[config.mk]
export PLATFORM = sky130hd
export DESIGN_NAME = tone_decoder
export DESIGN_NICKNAME = d
export VERILOG_FILES = /design/src/rtl/tone_pkg.sv /design/src/rtl/tone_decoder_classifier.sv /design/src/rtl/tone_decoder.sv
export SDC_FILE = /design/constraint.sdc
export NUM_CORES = 1
export LEC_CHECK = 0
export ABC_AREA = 1
export ABC_CLOCK_PERIOD_IN_PS = 7500
export CORE_ASPECT_RATIO = 1.4
export CORE_MARGIN = 5
export CORE_UTILIZATION = 50
export DETAILED_ROUTE_END_ITERATION = 8
export PLACE_DENSITY = 0.72
export SLEW_MARGIN = 5
export SYNTH_ARGS = -nofsm -noshare
export SYNTH_HDL_FRONTEND = slang
export SYNTH_SLANG_ARGS = --single-unit
[constraint.sdc]
create_clock -name clk -period 7.5 [get_ports clk]
set_clock_uncertainty 0.05 [all_clocks]
set_input_delay 1.875 -clock clk [delete_from_list [all_inputs] [get_ports clk]]
set_output_delay 1.875 -clock clk [all_outputs]
set_load 0.02 [all_outputs]
[src/rtl/tone_pkg.sv]
// Shared constants and class encoding for the tone decoder: default note
// half-periods, period counter width and the NONE/C/D/E classification.
package tone_pkg;

   localparam int CNT_W       = 16;
   localparam int DEF_PITCH_C = 15289;
   localparam int DEF_PITCH_D = 13621;
   localparam int DEF_PITCH_E = 12135;

   typedef enum logic [1:0] {
      CLS_NONE = 2'd0,
      CLS_C    = 2'd1,
      CLS_D    = 2'd2,
      CLS_E    = 2'd3
   } tone_class_e;

   function automatic logic [2:0] class_onehot(input tone_class_e c);
      case (c)
         CLS_C:   return 3'b001;
         CLS_D:   return 3'b010;
         CLS_E:   return 3'b100;
         default: return 3'b000;
      endcase
   endfunction

endpackage

[src/rtl/tone_decoder_classifier.sv]
// Combinational period classifier: maps a measured full period onto the
// note whose window |P - 2*PITCH| <= TOL contains it, C before D before E.
module period_classifier
   import tone_pkg::*;
#(
   parameter int PITCH_C = DEF_PITCH_C,
   parameter int PITCH_D = DEF_PITCH_D,
   parameter int PITCH_E = DEF_PITCH_E,
   parameter int TOL     = 64
) (
   input  logic [CNT_W-1:0] period_i,
   output tone_class_e      cls_o
);

   function automatic logic in_window(input logic [CNT_W-1:0] p, input int half);
      int diff;
      diff = int'(p) - 2 * half;
      return (diff >= -TOL) && (diff <= TOL);
   endfunction

   always_comb begin
      cls_o = CLS_NONE;
      if (in_window(period_i, PITCH_C)) begin
         cls_o = CLS_C;
      end else if (in_window(period_i, PITCH_D)) begin
         cls_o = CLS_D;
      end else if (in_window(period_i, PITCH_E)) begin
         cls_o = CLS_E;
      end
   end

endmodule

[src/rtl/tone_decoder.sv]
// Square-wave tone decoder: measures rising-edge to rising-edge periods,
// classifies them, and locks a note after CONFIRM consecutive matches.
module tone_decoder
   import tone_pkg::*;
#(
   parameter int PITCH_C = DEF_PITCH_C,
   parameter int PITCH_D = DEF_PITCH_D,
   parameter int PITCH_E = DEF_PITCH_E,
   parameter int TOL     = 64,
   parameter int CONFIRM = 4
) (
   input  logic       clk,
   input  logic       resetn,
   input  logic       audio_in,
   output logic [2:0] note,
   output logic       note_strobe,
   output logic [5:0] ledc
);

   localparam int                CONF_W   = $clog2(CONFIRM + 1);
   localparam logic [CONF_W-1:0] CONF_MAX = CONF_W'(CONFIRM);
   localparam logic [CNT_W-1:0]  PER_MAX  = '1;

   logic              sync1_q, sync2_q, sync3_q;
   logic              rise_q, rise_d;
   logic [CNT_W-1:0]  per_q, per_d;
   logic              first_q, first_d;
   logic              present_q, present_d;
   tone_class_e       cand_q, cand_d;
   tone_class_e       cls, cls_eff;
   logic [CONF_W-1:0] cnt_q, cnt_d;
   logic [2:0]        note_q, note_d;
   logic              strobe_q, strobe_d;
   logic              timeout;

   period_classifier #(
      .PITCH_C (PITCH_C),
      .PITCH_D (PITCH_D),
      .PITCH_E (PITCH_E),
      .TOL     (TOL)
   ) u_classifier (
      .period_i (per_q),
      .cls_o    (cls)
   );

   always_comb begin
      rise_d    = sync2_q & ~sync3_q;
      timeout   = (per_q == PER_MAX);
      cls_eff   = first_q ? CLS_NONE : cls;
      per_d     = rise_q ? CNT_W'(1) : (timeout ? per_q : per_q + CNT_W'(1));
      cand_d    = cand_q;
      cnt_d     = cnt_q;
      first_d   = first_q;
      present_d = present_q;
      // An edge in the same cycle as saturation still measures (and fails) a period.
      if (rise_q) begin
         first_d   = 1'b0;
         present_d = 1'b1;
         if ((cls_eff == cand_q) && (cls_eff != CLS_NONE)) begin
            if (cnt_q != CONF_MAX) cnt_d = cnt_q + CONF_W'(1);
         end else begin
            cand_d = cls_eff;
            cnt_d  = (cls_eff == CLS_NONE) ? '0 : CONF_W'(1);
         end
      end else if (timeout) begin
         cand_d    = CLS_NONE;
         cnt_d     = '0;
         first_d   = 1'b1;
         present_d = 1'b0;
      end
      note_d   = (cnt_q == CONF_MAX) ? class_onehot(cand_q) : 3'b000;
      strobe_d = (note_d != note_q);
   end

   always_ff @(posedge clk or negedge resetn) begin
      if (!resetn) begin
         sync1_q   <= 1'b0;
         sync2_q   <= 1'b0;
         sync3_q   <= 1'b0;
         rise_q    <= 1'b0;
         per_q     <= '0;
         first_q   <= 1'b1;
         present_q <= 1'b0;
         cand_q    <= CLS_NONE;
         cnt_q     <= '0;
         note_q    <= 3'b000;
         strobe_q  <= 1'b0;
      end else begin
         sync1_q   <= audio_in;
         sync2_q   <= sync1_q;
         sync3_q   <= sync2_q;
         rise_q    <= rise_d;
         per_q     <= per_d;
         first_q   <= first_d;
         present_q <= present_d;
         cand_q    <= cand_d;
         cnt_q     <= cnt_d;
         note_q    <= note_d;
         strobe_q  <= strobe_d;
      end
   end

   assign note        = note_q;
   assign note_strobe = strobe_q;
   assign ledc        = {1'b0, present_q, (cnt_q != '0) && (cnt_q != CONF_MAX), note_q};

endmodule

**Word-level counts from Yosys, hierarchy flattened**

Cells that the tools add are included.

- Bits in registers: 31
- Bits of input ports: 3
- Output and inout port bits: 10
- Word-level logic and storage cells: 66

- Add/subtract/negate cells: 5
- Order comparisons: 6
- Equality and inequality tests: 11
- Muxes and demuxes: 20
- Bitwise operators: 2
- Reduce and logical (&&, ||, !) cells: 11

Operators by type and width:

| kind | number |
|---|---|
| greater-or-equal comparator 32 x 7 -> 1 bit (second input constant) | 3 |
| <= comparator 32 x 8 -> 1 bit (second input constant) | 3 |
| subtractor 16 x 15 -> 17 bit (second input constant) | 3 |
| two-way mux 16 bit | 2 |
| adder 16 x 1 -> 16 bit (second input constant) | 1 |
| == test 16 bit (second input constant) | 1 |
| two-way mux 3 bit | 5 |
| two-way mux 2 bit | 7 |
| one-hot mux 3 bit (3 select lines) | 1 |
| logical AND 1 bit | 5 |
| two-way mux 1 bit | 5 |
| == test 2 bit (second input constant) | 2 |
| inequality test 2 bit (second input constant) | 2 |
| AND reduction 2 bit | 2 |
| nonzero test 2 bit | 2 |
| adder 3 x 1 -> 3 bit (second input constant) | 1 |
| == test 3 bit (second input constant) | 1 |
| inequality test 3 x 2 -> 1 bit (second input constant) | 1 |
| inequality test 3 bit | 1 |
| inequality test 3 bit (second input constant) | 1 |
| nonzero test 3 bit | 1 |
| == test 2 x 1 -> 1 bit (second input constant) | 1 |
| == test 2 bit | 1 |
| logical NOT 2 bit | 1 |
| other kinds (2) | 2 |

**Depth between registers and ports, before layout**

Gate-level depths: netlist of the first run.

- Depth in word-level cells: 11
- Depth in mapped cells: 23
- Depth with buffers taken out: 23

**Cells and area by module**

A second synthesis of the first run with hierarchy kept.

- Cells, all modules: 559
- Area, all modules: 3,388.2 µm²

By module, submodules not included:

| module | times used | cells an instance | area each (µm²) | sequential area each (µm²) |
|---|---|---|---|---|
| period_classifier | 1 | 359 | 1,740.4 | 0.0 |
| tone_decoder | 1 | 200 | 1,647.8 | 777.0 |

**Worst setup path after synthesis of the first run**

Ideal clock, no wire load.

- Path kind: register to output
- From: register cnt_q[0]
- To: output port ledc[3]
- Data arrival time: 0.744 ns
- Data required time: 5.575 ns
- Path slack: 4.831 ns
- Cell stages (with the launch flop): 4
- Path buffers: 0
- Path through: dfrtp_1 -> inv_1 -> ha_1 -> inv_1

- Word-level cells in the longest chain between the ends: 2
- Elaborated cells between the ends (all ways): 3
- Classes of those cells: 1 x eq/ne; 2 x reduce/logical

RTL lines:

| what | line | source |
|---|---|---|
| from (decl) | tone_decoder.sv:31 | `logic [CONF_W-1:0] cnt_q, cnt_d;` |
| from (signal assigned) | tone_decoder.sv:97 | `cnt_q <= cnt_d;` |
| inequality test 3 bit or nonzero test 3 bit (tied branches) | tone_decoder.sv:105 | `assign ledc = {1'b0, present_q, (cnt_q != '0) && (cnt_q != CONF_MAX), note_q};` |
| logical AND 1 bit * | tone_decoder.sv:105 |  |
| to (decl) | tone_decoder.sv:17 | `output logic [5:0] ledc` |

Every way passes the cells marked *; elsewhere a longest branch is shown, timed or not.

**Worst setup path in the final report of the first run**

Same ends and word-level chain as after synthesis.

==> reports/summary.md, run 1 <==
Status
* status: completed

Synth
* mean area per synthesized cell: 5.653 um2
* number of warnings printed during yosys synthesis: 0
* leading register cell type out of synthesis: dfrtp_1
* number of enable-type register cells in the synthesized netlist: 0
* total of flip-flops plus latches after synthesis: 31
* part of the Yosys area used for sequential elements: 0.2481
* library cell with the largest summed area after synthesis: dfrtp_1
* proportion of netlist area held by the largest area contributor: 0.2397
* count of unique library cells instantiated by Yosys: 32
* dominant cell by count in the synthesized netlist: nand2_1
* commonest cells in the synthesized netlist: 194 x nand2_1, 74 x nand3_1, 74 x nor2_1
* count of mapped cells out of synthesis: 554
* synthesized cell area: 3132 um2
* FFs w/ async S/R, synth: 1.000
* dominant cells by area after synthesis: dfrtp_1 24%, nand2_1 23%, nand3_1 12%
* Net Count, Synth: 564

Placed design
* total of buffers placed on input and output ports: 11
* weighted congestion reported at the end of routability-driven placement: 0.9314
* Final HPWL DP: 6.765 mm
* Post-Place Setup Slack: 4295 ps
* dpl cells: 619

Power and ir drop
* sum of internal, switching and leakage power: 0.0005055 W
* static power due to leakage: 1.698 nW
* Pwr per Cell Area: 151.1 nW/um2
* highest ir drop seen on vdd: 0.1642 mV

Die
* number of ports placed on the die boundary: 13
* core region area: 6168 um2
* area enclosed by the die boundary: 7968 um2
* floorplan die height: 103.6 um
* floorplan row count: 34
* effective utilization at floorplan: 0.5077
* die width: 76.89 um

Layout
* proportion of layout cells with a drive suffix above 1: 0.04865
* total of fill cells in the finished design: 635
* Antenna diodes: 0
* synthesis-to-layout area growth: 6.792%
* number of non-filler instances in the completed layout: 627
* number of nets in the layout: 564
* fraction of the core area covered by cells at the end of the flow: 0.5422

Route
* final routed wirelength across all metal layers: 8.647 mm
* post-route antenna net violation count: 0
* DRC violations left: 0
* number of DRC markers in iteration 0: 262
* drt wl/cell: 13.79 um
* Pre-antenna DRT Iters: 5
* Vias per Instance: 5.488
* vias: 3441

Clock tree
* TritonCTS buffer count: 5
* Longest Clk Path Bufs: 2
* buffer count from post-CTS setup fixing: 0
* clock sinks: 31
* Clk Latency, worst-skew pair: 280 ps
* Hold-fix buffers, CTS: 0
* clock root buffer: clkbuf_8
* CTS HTree Levels: 2
* clock tree from TritonCTS: done
* post-cts sizing count: 0
* clk slew on worst S/H paths: 70 ps

GRT
* total gr overflow: 0
* number of global-route vias before repair: 3242
* initial antenna violation count: 0
* first-pass GRT wire length: 14.76 mm
* Global Route Usage Sum: 0.2239
* maximum number of pins on one net before global-route repair: 32

STA
* transition time at the pin with the least slew margin: 591.5 ps
* setup total negative slack: 0 ps
* Rel. slew slack: 0.6021
* least setup slack across all paths after layout: 4000 ps
* RSZ-0062 raised after global routing: false
* Final setup viols: 0
* Final min period: 3500 ps
* Max Transition Viols Final: 0
* maximum clock frequency: 285.7 MHz
* Final period util: 0.4667
* final hold vios: 0

Critical path
* startpoint of the most critical setup path: cnt_q[0]$_DFFE_PN0P_
* reg-to-reg slack, setup: 4500 ps
* required arrival time at the worst endpoint: 5580 ps
* data arrival time of the worst path: 1580 ps
* origin of the critical flop-to-flop path: per_q[5]$_DFFE_PN0P_
* Setup crit end kind: output port
* type of the setup path with the least slack: reg -> out
* category of the worst setup path launch point: register
* CP max FO: 4

Min path
* worst min-delay path category: reg -> reg
* hold wc startpoint: sync1_q$_DFF_PN0_

Flow run
* number of max-capacitance violations reported: 0

-- kinds of logic (layout without fill, tap and decap cells) --
group                      after synthesis  after routing  share of synthesized area
AOI/OAI and AO/OA                       44             44                    0.08031
xor gates and xnor gates                 7              7                    0.01958
adders and majority gates                7              7                    0.02797
buffers and inverters                   93             94                     0.1246
DFF                                     31             31                     0.2481
other                                    1              1                   0.001197
and+or+nand+nor                        371            371                     0.4982
-- routing by layer --
| layer | GRT usage | share of wire |
|---|---|---|
| met4 | 0.1225 | 0.038 |
| met1 | 0.2637 | 0.39 |
| met5 | 0 | 0 |
| met2 | 0.3961 | 0.53 |
| met3 | 0.01389 | 0.039 |
-- placed cells by master (no fill, tap or decap) --
master and n:
a211oi_1 6, a21boi_1 1, clkbuf_8 6, nand4_1 6, ha_1 7, inv_2 4
a31oi_1 3, nor2_1 74, nand3_2 2, a21o_1 1, nand3_1 74, buf_4 1
nor4_1 1, nor3_1 8, and2_1 2, dfstp_2 1, bufinv_16 1, clkdlybuf4s50_1 11
o22ai_1 1, dfrtp_1 30, o21ai_1 2, clkinv_2 1, a21oi_1 15, xnor2_1 4
inv_1 70, conb_1 1, o21ai_0 13, a21oi_2 1, xor2_1 3, o21a_1 1
nor2_2 1, nand2_1 194, nor2_4 1, nand2_2 8
-- final timing paths --
kind / to / cells after the start
max: ledc[3] / 4
max in group asynchronous: first_q$_DFFE_PN1P_ / 2
min in group asynchronous: per_q[0]$_DFFE_PN0P_ / 2
min reg2reg: sync2_q$_DFF_PN0_ / 0
min: sync2_q$_DFF_PN0_ / 0
max reg2reg: cnt_q[1]$_DFFE_PN0P_ / 21
-- worst max-delay path, stage by stage (launching register included) --
cell and delay [ps]:
dfrtp_1 390, inv_1 60, ha_1 200, inv_1 60, clkdlybuf4s50_1 590
-- stage by stage --
| step | instance area, um2 | hold slack (ps) |
|---|---|---|
| floorplan | 3132 | 281.2 |
| global placement | 3227 | 297.0 |
| detailed placement | 3227 | 287.8 |
| CTS | 3344 | 307.2 |
| global route | 3344 | 327.2 |
| finish | 3344 | 305.5 |
-- state kept, by name, indices dropped and copies added, names as in the netlist --
name and flops:
cand_q 2, cnt_q 3, first_q 1, note 3, note_strobe 1, per_q 16
present_q 1, rise_q 1, sync1_q 1, sync2_q 1, sync3_q 1
-- report_power, final --
group / internal [W] / leakage [nW] / switching (W)
clock network: 0.000107 / 0.0612 / 0.0000621
registers: 0.000177 / 0.410 / 0.0000218
logic: 0.0000412 / 1.23 / 0.0000955
total: 0.000326 / 1.70 / 0.000179
-- cell type report --
type / count / area (um2) / area share
timing repair buffer: 12 / 117.6 / 0.03517
clock buffer: 6 / 82.58 / 0.02469
sequential: 31 / 777.0 / 0.2323
clock inverter: 2 / 35.03 / 0.01048
multi-input combinational: 430 / 1964 / 0.5874
tap: 72 / 90.09 / 0.02694
inverter: 74 / 277.8 / 0.08305
No activity file was read; power rests on OpenSTA's default activity.
==> run 2, diff against run 1 <==
--- a/config.mk
+++ b/config.mk
@@ -6,12 +6,12 @@
 export NUM_CORES = 1
 export LEC_CHECK = 0
 export ABC_AREA = 1
-export ABC_CLOCK_PERIOD_IN_PS = 7500
+export ABC_CLOCK_PERIOD_IN_PS = 3000
 export CORE_ASPECT_RATIO = 1.4
 export CORE_MARGIN = 5
 export CORE_UTILIZATION = 50
 export DETAILED_ROUTE_END_ITERATION = 8
-export PLACE_DENSITY = 0.72
+export PLACE_DENSITY = 0.74
 export SLEW_MARGIN = 5
 export SYNTH_ARGS = -nofsm -noshare
 export SYNTH_HDL_FRONTEND = slang
==> constraint.sdc (replaced) <==
create_clock -name clk -period 3 [get_ports clk]
set_clock_uncertainty 0.05 [all_clocks]
set_input_delay 0.75 -clock clk [delete_from_list [all_inputs] [get_ports clk]]
set_output_delay 0.75 -clock clk [all_outputs]
set_load 0.02 [all_outputs]
==> reports/summary.md, run 2 (synthesized netlist as in run 1, its figures left out) <==
Status
* status: completed, unchanged

GRT
* total gr overflow: 0, unchanged
* initial antenna violation count: 0, unchanged
* Global Route Usage Sum: 0.2325, was 0.2239
* first-pass GRT wire length: 15.47 mm, was 14.76 mm
* number of global-route vias before repair: 3520, was 3242
* maximum number of pins on one net before global-route repair: 32, unchanged

STA
* Final period util: 0.9252
* Final setup viols: 0, unchanged
* Final min period: 2776 ps
* final hold vios: 0, unchanged
* Rel. slew slack: 0.6536, was 0.6021
* setup total negative slack: 0 ps, unchanged
* maximum clock frequency: 360.3 MHz
* transition time at the pin with the least slew margin: 519.5 ps, was 591.5 ps
* least setup slack across all paths after layout: 224.3 ps, was 4000 ps
* Max Transition Viols Final: 0, unchanged
* RSZ-0062 raised after global routing: false, unchanged

Layout
* fraction of the core area covered by cells at the end of the flow: 0.5688, was 0.5422
* Seq. cell area: 788.3 um2, was 777.0 um2
* area taken by multi-input logic gates: 1998 um2, was 1964 um2
* synthesis-to-layout area growth: 12.03%, was 6.792%
* total of fill cells in the finished design: 617, was 635
* max reg flops: 16, unchanged
* Antenna diodes: 0, unchanged
* number of nets in the layout: 579, was 564
* proportion of layout cells with a drive suffix above 1: 0.1053, was 0.04865
* largest register by flop count: per_q, unchanged
* commonest non-fill, non-tap cells in the layout: 191 x nand2_1, 74 x nand3_1, 73 x nor2_1, was 194 x nand2_1, 74 x nand3_1, 74 x nor2_1
* commonest non-fill, non-tap cell in the layout: nand2_1, unchanged

Critical path
* startpoint of the most critical setup path: per_q[2]$_DFFE_PN0P_, was cnt_q[0]$_DFFE_PN0P_
* data arrival time of the worst path: 2910 ps, was 1580 ps
* type of the setup path with the least slack: reg -> reg, was reg -> out
* category of the worst setup path launch point: register, unchanged
* origin of the critical flop-to-flop path: per_q[2]$_DFFE_PN0P_, was per_q[5]$_DFFE_PN0P_
* required arrival time at the worst endpoint: 3130 ps, was 5580 ps
* CP max FO: 6, was 4
* Setup crit end kind: register, was output port

Route
* DRC violations left: 0, unchanged
* number of DRC markers in iteration 0: 357, was 262
* post-route antenna net violation count: 0, unchanged
* Pre-antenna DRT Iters: 5, unchanged
* vias: 3576, was 3441
* drt wl/cell: 14.19 um, was 13.79 um
* Vias per Instance: 5.570, was 5.488
* final routed wirelength across all metal layers: 9.109 mm, was 8.647 mm

Die
* number of ports placed on the die boundary: 13, unchanged
* effective utilization at floorplan: 0.5077, unchanged
* die width: 76.89 um, unchanged
* floorplan row count: 34, unchanged
* floorplan die height: 103.6 um, unchanged
* area enclosed by the die boundary: 7968 um2, unchanged
* core region area: 6168 um2, unchanged

Power and ir drop
* portion of total power attributed to combinational logic: 0.287, was 0.270
* switching share of power: 0.3661, was 0.3549
* highest ir drop seen on vdd: 0.4667 mV, was 0.1642 mV
* switching power summed over all nets: 0.0004829 W, was 0.0001794 W
* internal cell power: 0.0008362 W, was 0.0003261 W
* Pwr per Cell Area: 376.0 nW/um2, was 151.1 nW/um2
* Clock power frac: 0.330, was 0.335
* sequential cell fraction of total power: 0.383, was 0.394
* static power due to leakage: 1.762 nW, was 1.698 nW

Placed design
* Post-Place Setup Slack: 99.96 ps, was 4295 ps
* Final HPWL DP: 7.157 mm, was 6.765 mm
* total of buffers placed on input and output ports: 11, unchanged
* weighted congestion reported at the end of routability-driven placement: 1.000, was 0.9314

Clock tree
* clock root buffer: clkbuf_8, unchanged
* clock sinks: 31, unchanged
* Longest Clk Path Bufs: 2, unchanged
* Clk Latency, worst-skew pair: 290 ps, was 280 ps
* clk slew on worst S/H paths: 70 ps, about the same
* clock tree from TritonCTS: done, unchanged
* CTS HTree Levels: 2, unchanged
* Hold-fix buffers, CTS: 0, unchanged
* TritonCTS buffer count: 5, unchanged

Flow run
* number of max-capacitance violations reported: 0, unchanged

Min path
* hold wc startpoint: sync1_q$_DFF_PN0_, unchanged
* worst min-delay path category: reg -> reg, unchanged

[run 2: metal layers]
metal	vias up	wire length (um)	global-route usage
li1	1772	-	-
met2	137	4464	0.4016
met1	1615	3575	0.2624
met5	-	0	0
met3	52	445	0.02951
met4	0	623	0.1513
[run 2: worst paths after layout]
kind | to | slack (ps) | depth (start not counted)
worst min-delay path | sync2_q$_DFF_PN0_ | 330 | 0
worst max register to register | cnt_q[2]$_DFFE_PN0P_ | 220 | 22
max in group asynchronous | first_q$_DFFE_PN1P_ | 1760 | 2
min in group asynchronous | per_q[3]$_DFFE_PN0P_ | 810 | 2
worst max-delay path | cnt_q[2]$_DFFE_PN0P_ | 220 | 22
worst min register to register | sync2_q$_DFF_PN0_ | 330 | 0
[run 2: critical path: stages, from the launching register on]
cell and delay, ps:
dfrtp_2 410, inv_1 100, ha_1 220, inv_1 90, nor2_1 70, nor2_1 170
nand3_1 110, nand2_2 90, nand2_1 80, nor2_1 110, nand2_1 60, nor2_1 120
nand3_1 90, nand2_1 100, inv_2 60, a21oi_4 130, nand2_1 60, nand2_1 110
nand3_2 130, nand2_4 140, nand2_2 70, nand2_1 70, nand2_1 50
[run 2: final cells by class]
cell class                      count  area share
Tap cell                           72     0.02568
Sequential cell                    31      0.2247
Clock buffer                        6     0.02354
Multi-Input combinational cell    430      0.5695
Inverter                           74     0.08096
Timing Repair Buffer               27     0.06562
Clock inverter                      2    0.009986
[run 2: per-stage QoR]
| stage | total power [W] | hold slack (ps) | instance area (um2) | std cells |
|---|---|---|---|---|
| 6_report | 0.001319 | 325.3 | 3508 | 642 |
| 5_1_grt | 0.001397 | 344.6 | 3508 | 642 |
| 4_1_cts | 0.001282 | 316.8 | 3420 | 637 |
| 3_5_place_dp | 0.0008468 | 291.8 | 3302 | 629 |
| 3_3_place_gp | 0.0008344 | 297.9 | 3302 | 629 |
| 2_1_floorplan | 0.0007598 | 281.2 | 3132 | 554 |
[run 2: power groups by stage]
stage	logic (W)	registers [W]	clock network (W)
6_report	0.000379	0.000505	0.000435
5_1_grt	0.000430	0.000509	0.000458
2_1_floorplan	0.000287	0.000473	0
3_5_place_dp	0.000344	0.000503	0
4_1_cts	0.000345	0.000495	0.000442
3_3_place_gp	0.000333	0.000502	0
[run 2: timing repair]
item / CTS / global route
buffers inserted: 0 / 5
endpoints found under the setup margin: 0 / 5
gates resized for setup: 0 / 22
==> run 3, diff against run 2 <==
--- a/config.mk
+++ b/config.mk
@@ -5,13 +5,12 @@
 export SDC_FILE = /design/constraint.sdc
 export NUM_CORES = 1
 export LEC_CHECK = 0
-export ABC_AREA = 1
 export ABC_CLOCK_PERIOD_IN_PS = 3000
 export CORE_ASPECT_RATIO = 1.4
-export CORE_MARGIN = 5
 export CORE_UTILIZATION = 50
 export DETAILED_ROUTE_END_ITERATION = 8
-export PLACE_DENSITY = 0.74
+export PLACE_DENSITY = 0.75
+export REMOVE_ABC_BUFFERS = 1
 export SLEW_MARGIN = 5
 export SYNTH_ARGS = -nofsm -noshare
 export SYNTH_HDL_FRONTEND = slang
==> reports/summary.md, run 3 <==
Layout
* largest register by flop count: per_q, unchanged
* proportion of layout cells with a drive suffix above 1: 0.1448, was 0.1053
* Antenna diodes: 0, unchanged
* max reg flops: 16, unchanged
* synthesis-to-layout area growth: 11.39%, was 12.03%
* commonest non-fill, non-tap cell in the layout: nor2_1, was nand2_1
* number of non-filler instances in the completed layout: 425, was 642
* number of nets in the layout: 370, was 579
* area taken by multi-input logic gates: 1808 um2, was 1998 um2
* Seq. cell area: 782.0 um2, was 788.3 um2
* total of fill cells in the finished design: 503, was 617
* commonest non-fill, non-tap cells in the layout: 41 x nor2_1, 27 x buf_4, 26 x dfrtp_1, was 191 x nand2_1, 74 x nand3_1, 73 x nor2_1

STA
* Max Transition Viols Final: 0, unchanged
* maximum clock frequency: 357.2 MHz, was 360.3 MHz
* Rel. slew slack: 0.6150, was 0.6536
* Final setup viols: 0, unchanged
* Final min period: 2799 ps, was 2776 ps
* Final period util: 0.9331, was 0.9252
* RSZ-0062 raised after global routing: false, unchanged
* setup total negative slack: 0 ps, unchanged
* transition time at the pin with the least slew margin: 577.5 ps, was 519.5 ps
* final hold vios: 0, unchanged

Clock tree
* TritonCTS buffer count: 5, unchanged
* CTS HTree Levels: 2, unchanged
* clock sinks: 31, unchanged
* clk slew on worst S/H paths: 60 ps, was 70 ps
* Hold-fix buffers, CTS: 0, unchanged
* Clk Latency, worst-skew pair: 280 ps, was 290 ps
* Longest Clk Path Bufs: 2, unchanged
* clock tree from TritonCTS: done, unchanged
* clock root buffer: clkbuf_8, unchanged

Power and ir drop
* switching power summed over all nets: 0.0004428 W, was 0.0004829 W
* switching share of power: 0.3560, was 0.3661
* sum of internal, switching and leakage power: 0.001244 W, was 0.001319 W
* highest ir drop seen on vdd: 0.3343 mV, was 0.4667 mV
* sequential cell fraction of total power: 0.400, was 0.383
* portion of total power attributed to combinational logic: 0.367, was 0.287
* internal cell power: 0.0008010 W, was 0.0008362 W
* Pwr per Cell Area: 401.8 nW/um2, was 376.0 nW/um2
* static power due to leakage: 1.189 nW, was 1.762 nW
* Clock power frac: 0.234, was 0.330

Critical path
* Worst path slowest cell: dfrtp_1, was dfrtp_2
* data arrival time of the worst path: 2950 ps, was 2910 ps
* most frequent cell on the critical path: o22ai_1, was nand2_1
* critical path's largest stage delay: 560 ps, was 410 ps
* category of the worst setup path launch point: register, unchanged
* required arrival time at the worst endpoint: 3150 ps, was 3130 ps
* Setup crit end kind: register, unchanged
* CP max FO: 14, was 6
* type of the setup path with the least slack: reg -> reg, unchanged
* series of cell instances along the critical path: or2_1 -> or4_1 -> o32ai_1 -> o22ai_1 -> nor4_2 -> a41oi_1 -> o2bb2ai_2 -> a31oi_1 -> o22ai_1, was inv_1 -> ha_1 -> inv_1 -> nor2_1 -> nor2_1 -> nand3_1 -> nand2_2 -> nand2_1 -> nor2_1 -> nand2_1 -> nor2_1 -> nand3_1 -> nand2_1 -> inv_2 -> a21oi_4 -> nand2_1 -> nand2_1 -> nand3_2 -> nand2_4 -> nand2_2 -> nand2_1 -> nand2_1

Synth
* number of warnings printed during yosys synthesis: 0, unchanged
* share of synthesized area spent on multiplexers: 0.01081, was 0
* synthesized cell area: 2779 um2, was 3132 um2
* Synth Area in Adders: 0.03152, was 0.02797
* combinational family with the most area after synthesis: simple AND/OR/NAND/NOR gates, unchanged
* dominant cell by count in the synthesized netlist: nor2_1, was nand2_1
* xor/xnor share of the synthesized area: 0.07249, was 0.01958
* dominant cells by area after synthesis: dfrtp_1 27%, nor2_1 5.5%, xnor2_1 5.0%, was dfrtp_1 24%, nand2_1 23%, nand3_1 12%
* fraction of the mapped netlist area in compound gates: 0.2431, was 0.08030
* total of flip-flops plus latches after synthesis: 31, unchanged
* library cell with the largest summed area after synthesis: dfrtp_1, unchanged
* number of enable-type register cells in the synthesized netlist: 0, unchanged
* count of unique library cells instantiated by Yosys: 69, was 32
* Simple-Gate Fraction of Synth Area: 0.2805, was 0.4982
* mean area per synthesized cell: 7.963 um2, was 5.653 um2
* FFs w/ async S/R, synth: 1.000, unchanged
* commonest cells in the synthesized netlist: 41 x nor2_1, 30 x dfrtp_1, 24 x nand2_1, was 194 x nand2_1, 74 x nand3_1, 74 x nor2_1
* count of mapped cells out of synthesis: 349, was 554
* part of the Yosys area used for sequential elements: 0.2796, was 0.2481
* leading register cell type out of synthesis: dfrtp_1, unchanged
* proportion of netlist area held by the largest area contributor: 0.2701, was 0.2397

Die
* area enclosed by the die boundary: 5864 um2, was 7968 um2
* die width: 65.01 um, was 76.89 um
* floorplan row count: 31, was 34
* core region area: 5275 um2, was 6168 um2
* number of ports placed on the die boundary: 13, unchanged
* floorplan die height: 90.21 um, was 103.6 um
* effective utilization at floorplan: 0.5268, was 0.5077

Flow run
* number of max-capacitance violations reported: 0, unchanged

GRT
* number of global-route vias before repair: 2569, was 3520
* maximum number of pins on one net before global-route repair: 32, unchanged
* first-pass GRT wire length: 11.70 mm, was 15.47 mm
* Global Route Usage Sum: 0.2507, was 0.2325
* initial antenna violation count: 0, unchanged
* total gr overflow: 0, unchanged

Route
* DRC violations left: 0, unchanged
* final routed wirelength across all metal layers: 6.945 mm, was 9.109 mm
* vias: 2685, was 3576
* drt wl/cell: 16.34 um, was 14.19 um
* Pre-antenna DRT Iters: 6, was 5
* number of DRC markers in iteration 0: 153, was 357
* Vias per Instance: 6.318, was 5.570
* post-route antenna net violation count: 0, unchanged

Status
* status: completed, unchanged

Placed design
* Final HPWL DP: 5.251 mm, was 7.157 mm
* dpl cells: 419, was 629
* weighted congestion reported at the end of routability-driven placement: 0.8735, was 1.000
* total of buffers placed on input and output ports: 11, unchanged

Min path
* worst min-delay path category: reg -> reg, unchanged

run 3: cell count changes after synthesis, sizes merged, moves of 10 or more:
| cell | previous run | this run |
|---|---|---|
| a31oi | 3 | 13 |
| clkbuf | 2 | 16 |
| inv | 74 | 10 |
| nand2 | 202 | 24 |
| nand3 | 76 | 21 |
| nor2 | 76 | 41 |
| xnor2 | 4 | 16 |
run 3: worst paths after layout:
path                            depth (start not counted)                    to                  from  slack, ps
worst max-delay path                                    9  cnt_q[0]$_DFFE_PN0P_  per_q[7]$_DFFE_PN0P_        200
worst min-delay path                                    0     sync2_q$_DFF_PN0_     sync1_q$_DFF_PN0_        300
worst max register to register                          9  cnt_q[0]$_DFFE_PN0P_  per_q[7]$_DFFE_PN0P_        200
worst min register to register                          0     sync2_q$_DFF_PN0_     sync1_q$_DFF_PN0_        300
max in group asynchronous                               2   first_q$_DFFE_PN1P_                resetn       1780
min in group asynchronous                               2     note[0]$_DFF_PN0_                resetn        800
run 3: kinds of logic after synthesis:
group | count (synthesis)
and+or+nand+nor | 150
AOI/OAI and AO/OA | 90
buffers and inverters | 44
DFF | 31
xor gates and xnor gates | 23
adders and majority gates | 7
muxes | 3
other | 1
run 3: metrics by stage:
step                  util  hold slack (ps)  setup WS (ps)  instance area (um2)
floorplan                -            281.2          75.26                 2592
global placement    0.5664            282.4          153.5                 2988
detailed placement  0.5664            284.7          65.18                 2988
CTS                 0.5802            298.0          38.50                 3060
global route        0.5868            325.1          28.67                 3095
finish              0.5868            296.9          200.8                 3095
run 3: timing repair:
item,in CTS,in global routing
resized for setup,0,10
setup buffers,0,0
setup endpoints to repair,0,4
run 3: cell type report:
class,instances,share of cell area
Clock buffer,6,0.02344
Sequential cell,31,0.2526
Tap cell,66,0.02668
Timing Repair Buffer,38,0.1011
Multi-Input combinational cell,274,0.5841
Inverter,10,0.01213
run 3: critical path: cells and delay by family, from the launching register on:
| family | cells | cell delay (ps) |
|---|---|---|
| AND/OR/NAND/NOR | 3 | 1100 |
| flip-flops | 1 | 560 |
| AO/OA/AOI/OAI | 6 | 1000 |
run 3: per-layer routing:
layer,share of wire,global-route usage,up-vias
met5,0,0,-
met4,0.038,0.1204,0
met3,0.043,0.04695,24
met2,0.52,0.4436,96
met1,0.40,0.2785,1270
li1,-,-,1295
run 3: power by group through the flow:
stage / Sequential (W) / Clock (W) / Combinational (W)
6_report: 0.000497 / 0.000290 / 0.000456
5_1_grt: 0.000503 / 0.000315 / 0.000505
4_1_cts: 0.000492 / 0.000299 / 0.000423
3_5_place_dp: 0.000500 / 0 / 0.000418
3_3_place_gp: 0.000497 / 0 / 0.000410
2_1_floorplan: 0.000534 / 0 / 0.000228
